===== src/rtl/seq_ctrl_pkg.sv =====
// Shared types and default parameters for the sequence controller slice.
package seq_ctrl_pkg;

  typedef enum logic [1:0] {
    IDLE  = 2'd0,
    LOAD  = 2'd1,
    SHIFT = 2'd2,
    DONE  = 2'd3
  } state_t;

  localparam int          DEF_DATA_W  = 8;
  localparam int          DEF_PAT_W   = 4;
  localparam logic [3:0]  DEF_PATTERN = 4'b1011;

  // Width of a counter that must hold every value from 0 up to max_val.
  function automatic int cnt_w(input int max_val);
    return (max_val < 1) ? 1 : $clog2(max_val + 1);
  endfunction

endpackage


===== src/rtl/seq_pattern_matcher.sv =====
// Bit-serial pattern matcher: sliding history, fill tracking and per-run hit count.
module seq_pattern_matcher
  import seq_ctrl_pkg::*;
#(
  parameter int               DATA_W  = DEF_DATA_W,
  parameter int               PAT_W   = DEF_PAT_W,
  parameter logic [PAT_W-1:0] PATTERN = PAT_W'(DEF_PATTERN)
) (
  input  logic                        clk,
  input  logic                        rst,
  input  logic                        clr_i,
  input  logic                        bit_valid_i,
  input  logic                        bit_i,
  output logic                        hit_o,
  output logic [cnt_w(DATA_W)-1:0]    run_cnt_o
);

  localparam int                CNT_W     = cnt_w(DATA_W);
  localparam int                FILL_W    = cnt_w(PAT_W);
  localparam logic [FILL_W-1:0] FILL_FULL = FILL_W'(PAT_W);
  localparam logic [FILL_W-1:0] FILL_PREV = FILL_W'(PAT_W - 1);

  logic [PAT_W-1:0]  hist_q, hist_d, hist_next;
  logic [FILL_W-1:0] fill_q, fill_d;
  logic [CNT_W-1:0]  run_cnt_q, run_cnt_d;

  // A one-bit pattern has no older history to shift along.
  generate
    if (PAT_W == 1) begin : g_single
      assign hist_next = bit_i;
    end else begin : g_multi
      assign hist_next = {hist_q[PAT_W-2:0], bit_i};
    end
  endgenerate

  // Compare the window including the incoming bit; update history, fill and run count.
  always_comb begin
    // NOTE: every variable gets a default first so no path leaves it unassigned (no latch).
    hist_d    = hist_q;
    fill_d    = fill_q;
    run_cnt_d = run_cnt_q;
    // The fill count is taken before this bit, so PAT_W-1 earlier bits plus this one is a full window.
    hit_o     = bit_valid_i && (fill_q >= FILL_PREV) && (hist_next == PATTERN);
    if (clr_i) begin
      hist_d    = '0;
      fill_d    = '0;
      run_cnt_d = '0;
    end else if (bit_valid_i) begin
      hist_d = hist_next;
      if (fill_q != FILL_FULL) begin
        fill_d = fill_q + FILL_W'(1);
      end
      if (hit_o) begin
        run_cnt_d = run_cnt_q + CNT_W'(1);
      end
    end
  end

  // Matcher state registers with synchronous reset.
  always_ff @(posedge clk) begin
    // NOTE: sequential state uses non-blocking assignments so all registers update together.
    if (rst) begin
      hist_q    <= '0;
      fill_q    <= '0;
      run_cnt_q <= '0;
    end else begin
      hist_q    <= hist_d;
      fill_q    <= fill_d;
      run_cnt_q <= run_cnt_d;
    end
  end

  assign run_cnt_o = run_cnt_q;

endmodule


===== src/rtl/sequence_ctrl.sv =====
// Button-triggered controller: loads the switch byte, streams it MSB-first
// through the matcher and latches the hit count and LED verdict.
module sequence_ctrl
  import seq_ctrl_pkg::*;
#(
  parameter int               DATA_W  = DEF_DATA_W,
  parameter int               PAT_W   = DEF_PAT_W,
  parameter logic [PAT_W-1:0] PATTERN = PAT_W'(DEF_PATTERN)
) (
  input  logic                      clk,
  input  logic                      rst,
  input  logic                      button,
  input  logic [DATA_W-1:0]         switch,
  output logic                      led,
  output logic [cnt_w(DATA_W)-1:0]  match_cnt,
  output logic                      busy,
  output logic                      done
);

  localparam int               CNT_W    = cnt_w(DATA_W);
  localparam logic [CNT_W-1:0] LAST_BIT = CNT_W'(DATA_W - 1);

  state_t              state_q, state_d;
  logic                btn_q;
  logic                start;
  logic [DATA_W-1:0]   sreg_q, sreg_d;
  logic [CNT_W-1:0]    bit_cnt_q, bit_cnt_d;
  logic                led_q;
  logic [CNT_W-1:0]    match_cnt_q;
  logic                m_clr, m_bit_valid, m_hit, result_load;
  logic [CNT_W-1:0]    m_run_cnt, run_total;

  // Only a rising edge on the button requests a run.
  assign start = button & ~btn_q;

  seq_pattern_matcher #(
    .DATA_W  (DATA_W),
    .PAT_W   (PAT_W),
    .PATTERN (PATTERN)
  ) u_matcher (
    .clk         (clk),
    .rst         (rst),
    .clr_i       (m_clr),
    .bit_valid_i (m_bit_valid),
    .bit_i       (sreg_q[DATA_W-1]),
    .hit_o       (m_hit),
    .run_cnt_o   (m_run_cnt)
  );

  // The last bit's hit is not yet in the matcher's counter when the result is latched.
  assign run_total = m_run_cnt + CNT_W'(m_hit);

  // Next-state, shift-register and matcher-control decode.
  always_comb begin
    state_d     = state_q;
    sreg_d      = sreg_q;
    bit_cnt_d   = bit_cnt_q;
    m_clr       = 1'b0;
    m_bit_valid = 1'b0;
    result_load = 1'b0;
    unique case (state_q)
      IDLE: begin
        if (start) state_d = LOAD;
      end
      LOAD: begin
        sreg_d    = switch;
        bit_cnt_d = '0;
        m_clr     = 1'b1;
        state_d   = SHIFT;
      end
      SHIFT: begin
        m_bit_valid = 1'b1;
        sreg_d      = sreg_q << 1;
        bit_cnt_d   = bit_cnt_q + CNT_W'(1);
        if (bit_cnt_q == LAST_BIT) begin
          result_load = 1'b1;
          state_d     = DONE;
        end
      end
      DONE: begin
        state_d = IDLE;
      end
      default: begin
        state_d = IDLE;
      end
    endcase
  end

  // State, datapath and result registers; reset aborts any run in progress.
  always_ff @(posedge clk) begin
    if (rst) begin
      state_q     <= IDLE;
      btn_q       <= 1'b1;  // a button held through reset must not look like a fresh press
      sreg_q      <= '0;
      bit_cnt_q   <= '0;
      led_q       <= 1'b0;
      match_cnt_q <= '0;
    end else begin
      state_q   <= state_d;
      btn_q     <= button;
      sreg_q    <= sreg_d;
      bit_cnt_q <= bit_cnt_d;
      if (result_load) begin
        match_cnt_q <= run_total;
        led_q       <= (run_total != '0);
      end
    end
  end

  assign led       = led_q;
  assign match_cnt = match_cnt_q;
  assign busy      = (state_q != IDLE);
  assign done      = (state_q == DONE);

endmodule


===== config.mk =====
export PLATFORM = sky130hd
export DESIGN_NAME = sequence_ctrl
export DESIGN_NICKNAME = d
export VERILOG_FILES = /design/src/rtl/seq_ctrl_pkg.sv /design/src/rtl/seq_pattern_matcher.sv /design/src/rtl/sequence_ctrl.sv
export SDC_FILE = /design/constraint.sdc
export NUM_CORES = 1
export LEC_CHECK = 0
export CAP_MARGIN = 20
export CORE_ASPECT_RATIO = 0.7
export CORE_MARGIN = 10
export CORE_UTILIZATION = 51
export DETAILED_ROUTE_END_ITERATION = 8
export GPL_TIMING_DRIVEN = 0
export PLACE_DENSITY = 0.74
export SLEW_MARGIN = 10
export SYNTH_ARGS = -nofsm -noshare
export SYNTH_HDL_FRONTEND = slang
export SYNTH_SLANG_ARGS = --single-unit

===== constraint.sdc =====
create_clock -name clk -period 2.4 [get_ports clk]
set_clock_uncertainty 0.1 [all_clocks]
set_input_delay 0.48 -clock clk [delete_from_list [all_inputs] [get_ports clk]]
set_output_delay 0.48 -clock clk [all_outputs]
set_load 0.05 [all_outputs]

### Word-level counts from Yosys, hierarchy flattened

Cells that the tools add are included.

| storage, ports and cells | value |
|---|---|
| flip-flop bits (word level) | 30 |
| input bits | 11 |

| operators by class | value |
|---|---|
| add/sub/neg operators | 4 |
| $lt $le $gt $ge | 1 |
| equal/unequal tests | 8 |
| mux-type cells | 9 |
| bitwise gates (word level) | 2 |
| reductions and logical operators | 10 |

Operators with widths:

| operator | count |
|---|---|
| 8-bit one-hot mux with 2 select lines | 1 |
| 4-bit by 1-bit adder with 4-bit output (second input constant) | 2 |
| 2-bit one-hot mux with 4 select lines | 1 |
| 4-bit one-hot mux with 2 select lines | 1 |
| 2-bit AND reduction | 3 |
| 4-bit by 1-bit adder with 4-bit output | 1 |
| 2-bit == test (second input constant) | 2 |
| 4-bit by 3-bit == test with 1-bit output (second input constant) | 1 |
| 4-bit == test (second input constant) | 1 |
| 1-bit two-way mux | 4 |
| 2-bit two-way mux | 2 |
| 2-bit inequality test (second input constant) | 2 |
| 2-bit nonzero test | 2 |
| 4-bit nonzero test | 1 |
| 3-bit by 1-bit adder with 3-bit output (second input constant) | 1 |
| 3-bit by 2-bit greater-or-equal comparator with 1-bit output (second input constant) | 1 |
| 3-bit inequality test (second input constant) | 1 |
| 2-bit by 1-bit == test with 1-bit output (second input constant) | 1 |
| 1-bit logical AND | 2 |
| 2-bit zero test | 1 |
| 2-bit OR reduction | 1 |
| 1-bit bitwise AND | 1 |
| 1-bit inverter | 1 |

### Depth between registers and ports, before layout

| logic depth | value |
|---|---|
| depth after elaboration | 6 |
| gate-level depth with buffers | 10 |
| gate-level depth less buffers | 9 |

### By module

From an unflattened synthesis, not the netlist that was laid out.

| second synthesis, totals | value |
|---|---|
| cell total of the unflattened synthesis | 159 |
| area, all modules | 1521.5 um2 |

Modules (own cells, without submodules):

| module | instances | cells each | area an instance (um2) | sequential area each (um2) |
|---|---|---|---|---|
| sequence_ctrl | 1 | 103 | 993.5 | 400.4 |
| seq_pattern_matcher | 1 | 56 | 528.0 | 200.2 |

### Least setup slack after synthesis

OpenSTA, ideal clock, no wires.

| path | value |
|---|---|
| kind | register to register |
| start | register state_q[0] |
| end | register led_q (netlist: led) |
| library setup time | 0.088 ns |
| arrival | 1.894 ns |
| required time | 2.212 ns |
| slack | 0.317 ns |
| stages on the path, launching flop included | 11 |
| path buffers | 1 |
| clock period less this slack | 2.083 ns |
| cells stage by stage | dfxtp_1 -> inv_1 -> ha_1 -> buf_6 -> nand4b_4 -> nor3_2 -> ha_1 -> ha_1 -> xor2_1 -> nor3_1 -> a311oi_2 |

| between the ends | value |
|---|---|
| word-level cells in the longest chain between the ends | 6 |
| elaborated cells between the ends (all ways) | 7 |

Ends and longest elaborated chain:

| what | line | text |
|---|---|---|
| from (decl) | sequence_ctrl.sv:23 | `state_t state_q, state_d;` |
| from (signal assigned) | sequence_ctrl.sv:99 | `state_q <= state_d;` |
| 2-bit == test (*) | sequence_ctrl.sv:61 | `unique case (state_q)` |
| 1-bit two-way mux | sequence_ctrl.sv:61 |  |
| 1-bit logical AND (2 in a row) | seq_pattern_matcher.sv:43 | `hit_o = bit_valid_i && (fill_q >= FILL_PREV) && (hist_next == PATTERN);` |
| 4-bit by 1-bit adder with 4-bit output | sequence_ctrl.sv:51 | `assign run_total = m_run_cnt + CNT_W'(m_hit);` |
| 4-bit nonzero test | sequence_ctrl.sv:105 | `led_q <= (run_total != '0);` |
| to (signal assigned) | sequence_ctrl.sv:105 |  |
| to (decl) | sequence_ctrl.sv:28 | `logic led_q;` |

Every way passes the cells marked *; elsewhere a longest branch is shown, timed or not.
A chain may end at the register's enable or synchronous reset.

### Final worst setup path

Same ends and word-level chain as after synthesis.

==> run summary <==
Worst hold slack - 378 ps
WP buf/inv - 2
CTS Hold Bufs - 0
Critical path arrival - 2350 ps
Seq cells post-synth - 30
Cell family with most CP delay - adder cells
Tmin final - 2250 ps
Max Slew Vio Count - 0
Cell variety after synth - 35
Post-synth EDFFs - 0
CP endpoint kind - register
Tcrit/Tclk final - 93.9%
Crit Path Category - register to register
Layout cells sized above 1 - 16.9%
Final net count - 204
Chip height - 65.7 um
Violation count after the first detailed-route iteration - 43
Initial Util - 54.0%
Max Fclk - 0.444 GHz
Proportion of synthesized chip area in sequential cells - 39.4%
All-Layer GR Usage - 11.2%
R2R depth - 10
Vias - 1150
Yosys top cell area share - 39.4%
Initial antenna violation count - 0
Final worst slack - 147 ps
Worst-Margin Slew - 502 ps
Synth area leader - dfxtp_1
Non-filler cells, final - 219
Worst rel slew slack - 66.4%
Commonest non-fill, non-tap cell in the layout - dfxtp_1
DIE AREA - 5610 um^2
Vias in the first global route - 1129
Drt first pass iters - 4
DP Worst Slack - 43.5 ps
Yosys warns - 0
Max-cap violations - 0
CTS Sinks - 30
Status - complete, no violations
Worst stage delay on the critical path - 330 ps
Netlist Area Pre-Place - 1520 um^2
CTS buffer count - 5
DRC - 0
Antenna-violating nets left - 0
Syn-to-layout area delta - 23.1%
Final setup viols - 0
Root Driver - clkbuf_8
Critical Path RT - 2500 ps
Syn Nets - 177
GPL Wtd Cong - 0.840
Hold Crit Class - register to register
CTS max path bufs - 2
Routed vias/inst - 5.25
Floorplan core area - 2820 um^2
Worst skew pair latency - 280 ps
Setup_tns - 0 ps
Synth area leaders - dfxtp_1, mux2i_1, ha_1
Final WL - 3110 um
Core Rows - 16
Final Util - 66.4%
Die width - 85.3 um
VDD IR max - 0.000681 V
Placed Instances - 208
Count of input and output buffers - 17
Total congestion overflow - 0
Ant. Diodes - 0
Hold depth - 2
Mapped Cells - 155
Total leakage power - 0.000754 uW
First-pass GRT wire length - 5150 um
Cell with the largest stage delay on the worst path - dfxtp_1
Commonest cells after routing, fill and taps aside - dfxtp_1, mux2i_1, nor2_1, clkdlybuf4s50_1, ha_1
Startpoint Class - register
Boundary Pins - 18
Layout fillers - 236
CP Cell Sequence - inv_1, ha_1, buf_6, nand4b_4, nor3_4, ha_2, ha_1, xor2_2, nor3_1, a311oi_2
Most used cell, CP - ha_1
Syn_area_per_cell - 9.83 um^2
Number of cells on the critical path - 10
Clk slew on worst S/H paths - 60 ps
DP HPWL - 2320 um
H-Tree Depth - 2
WL/cell - 14.2 um
Worst-path fanout max - 9
Final hold vios - 0
Top FF cell, synth - dfxtp_1
Largest net degree at the start of global routing - 11
CTS tree - yes
Pwr Density - 848 nW/um^2
Post-synth ARST share - 0%
final timing paths:
path | startpoint | end | slack (ps)
worst max-delay path | state_q[0] | led | 150
worst min-delay path | sreg_q[0] | sreg_q[0] | 380
worst max register to register | state_q[0] | led | 150
worst min register to register | sreg_q[0] | sreg_q[0] | 380
flip-flops by register name, indices dropped and copies added, names as in the netlist:
signal and flops:
sreg_q 8, u_matcher.hist_q 3, match_cnt 4, bit_cnt_q 4, led 1, u_matcher.run_cnt_o 4
btn_q 1, u_matcher.fill_q 3, state_q 2
metrics by stage:
stage	total power (uW)	area, um^2
2_1_floorplan	1050	1520
3_3_place_gp	1160	1740
3_5_place_dp	1190	1740
4_1_cts	1600	1840
5_1_grt	1690	1880
6_report	1590	1880
synthesized netlist by cell type, types with 2 or more instances:
master,n
nand2_1,6
dfxtp_1,30
nand2b_1,6
a21oi_1,4
mux2i_1,20
and3b_1,2
ha_1,11
a211oi_1,8
or3_1,3
inv_1,9
buf_6,3
nor2b_1,3
xor2_1,2
nor2_2,2
o21ai_0,2
or2_2,2
buf_2,4
nor2_1,17
nand3_1,5
power by group:
| group | internal, uW | leakage (uW) | switching, uW | total [uW] |
|---|---|---|---|---|
| Combinational | 219 | 0.000462 | 325 | 544 |
| Sequential | 580 | 0.000243 | 52.6 | 632 |
| Clock | 231 | 0.0000482 | 183 | 414 |
timing repair:
action                                  CTS  global route
buffers inserted                          0             3
endpoints found under the setup margin    2             1
resized for setup                         2             3
pin swaps                                 0             1
tightest hold or removal path, stage by stage, from the launching register on:
cell and delay, ps:
dfxtp_1 310, nand2b_1 70, a21oi_1 60
final cells by class:
type	count	area (um^2)	area share [%]
buffer	8	57.6	3.07
clock buffer	7	86.3	4.60
clock inverter	1	5.00	0.267
inverter	9	33.8	1.80
multi-input combinational	108	856	45.6
sequential	30	601	32.0
tap	36	45.0	2.40
timing repair buffer	20	191	10.2
routing by layer:
layer | vias up | track usage [%] | wire length [um] | share of wire, %
li1 | 590 | - | - | -
met1 | 537 | 13.1 | 1500 | 48
met2 | 16 | 18.1 | 1450 | 47
met3 | 7 | 3.94 | 106 | 3.4
met4 | 0 | 5.53 | 55 | 1.8
met5 | - | 0 | 0 | 0
cells by family (layout without fill, tap and decap cells):
group           Yosys count  count (layout)  share of synthesized area (%)
compound gates           20              20                           9.93
xor+xnor                  3               3                           1.72
fa+ha+maj                11              11                           9.03
buf+inv                  17              45                           5.99
flops                    30              30                           39.4
mux                      21              21                           13.9
simple gates             53              53                           20.0
Power figures use the tool's default switching activity.
==> RTL change: new RTL, same settings <==
Re-encode `state_t` (4 states) as one-hot, 4 bits wide.
--- a/src/rtl/seq_ctrl_pkg.sv
+++ b/src/rtl/seq_ctrl_pkg.sv
@@ -2,9 +2,9 @@
 package seq_ctrl_pkg;
 
-  typedef enum logic [1:0] {
-    IDLE  = 2'd0,
-    LOAD  = 2'd1,
-    SHIFT = 2'd2,
-    DONE  = 2'd3
+  typedef enum logic [3:0] {
+    IDLE  = 4'b0001,
+    LOAD  = 4'b0010,
+    SHIFT = 4'b0100,
+    DONE  = 4'b1000
   } state_t;
 
Formal check against the unedited RTL: no difference found for any inputs over 10 cycles, from zero or initial values and one cycle with rst high; not proved beyond that.
==> RTL change against the original RTL <==
Synthesized area shrank 3.3%. Cell area is 4.1% lower. Hold slack worse by 0.0097 ns. Cell count increased by 5.5%. Sequential cell count grew 2. Sequential share of layout area grew 3.8 points. Wire length grew 11%. First-iteration DRC count rose to 3.2 times the old value. Die area decreased by 2.4%. Worst setup slack lost 0.027 ns. Critical path type unchanged. Largest cell class unchanged.
Power is not compared: it rests on default switching activity, and its combinational part moved more than twofold at a synthesized area within 25%.
==> RTL change: results (changes against the original RTL) <==
metric,value,unit,change
input/output buffers,16,,-1
LEAKAGE,0.609,nW,
synth cell count leaders,"dfxtp_1 (32), nand2_1 (25), a21oi_1 (16)",,
status,completed,,
Largest Register,sreg_q,,
final net count,213,,+4.4%
GR Util met3,4.12,%,+0.18 points
Slew HR,39.7,%,-27 points
HP Start,u_matcher.hist_q[1],,
Hold EP,u_matcher.hist_q[2],,
Worst Path Arrival,2.37,ns,+0.02 ns
detailed placement HPWL,2.44,mm,+5.4%
Crit path max-delay family,simple AND/OR/NAND/NOR gates,,
P_int,751,uW,
worst-path maximum fanout,17,,+8
DR top layer,met4,,
crit path from,state_q[0],,
reg2reg setup slack,0.12,ns,-0.03 ns
hold_ws,0.369,ns,-0.00969 ns
detail-routed via count per cell,5.84,,+11%
CP max stage delay,0.54,ns,+0.21 ns
pre-CTS WS,-0.211,ns,-0.255 ns
r2r endpoint,led,,
largest net degree at the start of global routing,18,,+7
Hold WC Path Type,reg -> reg,,
placed cell area,0.00169,mm2,-3.1%
M1 GR Usage,15.8,%,+2.8 points
WL met2,1.52,mm,+4.5%
met2 Usage GRT,19.0,%,+0.94 points
vias in the first global route,1244,,+10%
switching power share of the total,21.4,%,
first-pass GRT wire length,5.70,mm,+11%
f_max,439,MHz,-1.2%
Area contributors post-synth,"dfxtp_1 (43%), nand2_1 (6.4%), ha_1 (5.9%)",,
reg2reg start,state_q[0],,
Avg Inst Size Synth,8.52,um2,-13%
Slowest cell on crit path,or4b_1,,
post-synthesis sequential area ratio,43.5,%,+4.1 points
total track usage,12.4,%,+1.2 points
met1 WL,1.69,mm,+13%
Mapped Nets,191,,+7.9%
layout cells sized above 1,11.3,%,-5.7 points
GP Congestion,0.849,,+1.1%
WL/cell,14.9,um,+4.8%
DRT iter0 DRCs,138,,+220%
"Distinct cells, synth",32,,-8.6%
met3 WL,190,um,+79%
fillers,234,,-0.85%
R2R cell count,8,,-2
post-route insts no fill,231,,+5.5%
-- RTL change: layout make-up --
class | count | area [um2] | share of cell area [%]
timing repair buffer | 16 | 161 | 8.97
sequential | 32 | 644 | 35.8
multi-input combinational | 125 | 806 | 44.8
buffer | 10 | 46.3 | 2.57
clock buffer | 6 | 72.6 | 4.03
inverter | 5 | 18.8 | 1.04
clock inverter | 1 | 5.00 | 0.278
tap | 36 | 45.0 | 2.50
-- RTL change: repair_timing --
| action | 4_1_cts | 5_1_grt |
|---|---|---|
| pin swaps | 0 | 1 |
| setup endpoints to repair | 4 | 3 |
| gates resized for setup | 4 | 9 |
| gates cloned | 0 | 0 |
-- RTL change: kinds of logic after synthesis --
family	synth area share (%)
and+or+nand+nor	25.0
AOI/OAI and AO/OA	17.5
adders and majority gates	5.94
buffers and inverters	4.24
xor gates and xnor gates	1.19
DFF	43.5
muxes	2.72
-- RTL change: tightest hold or removal path, cell delays in order (launching register included) --
cell and delay (ns):
dfxtp_1 0.32, nand2_1 0.05, a21oi_1 0.05
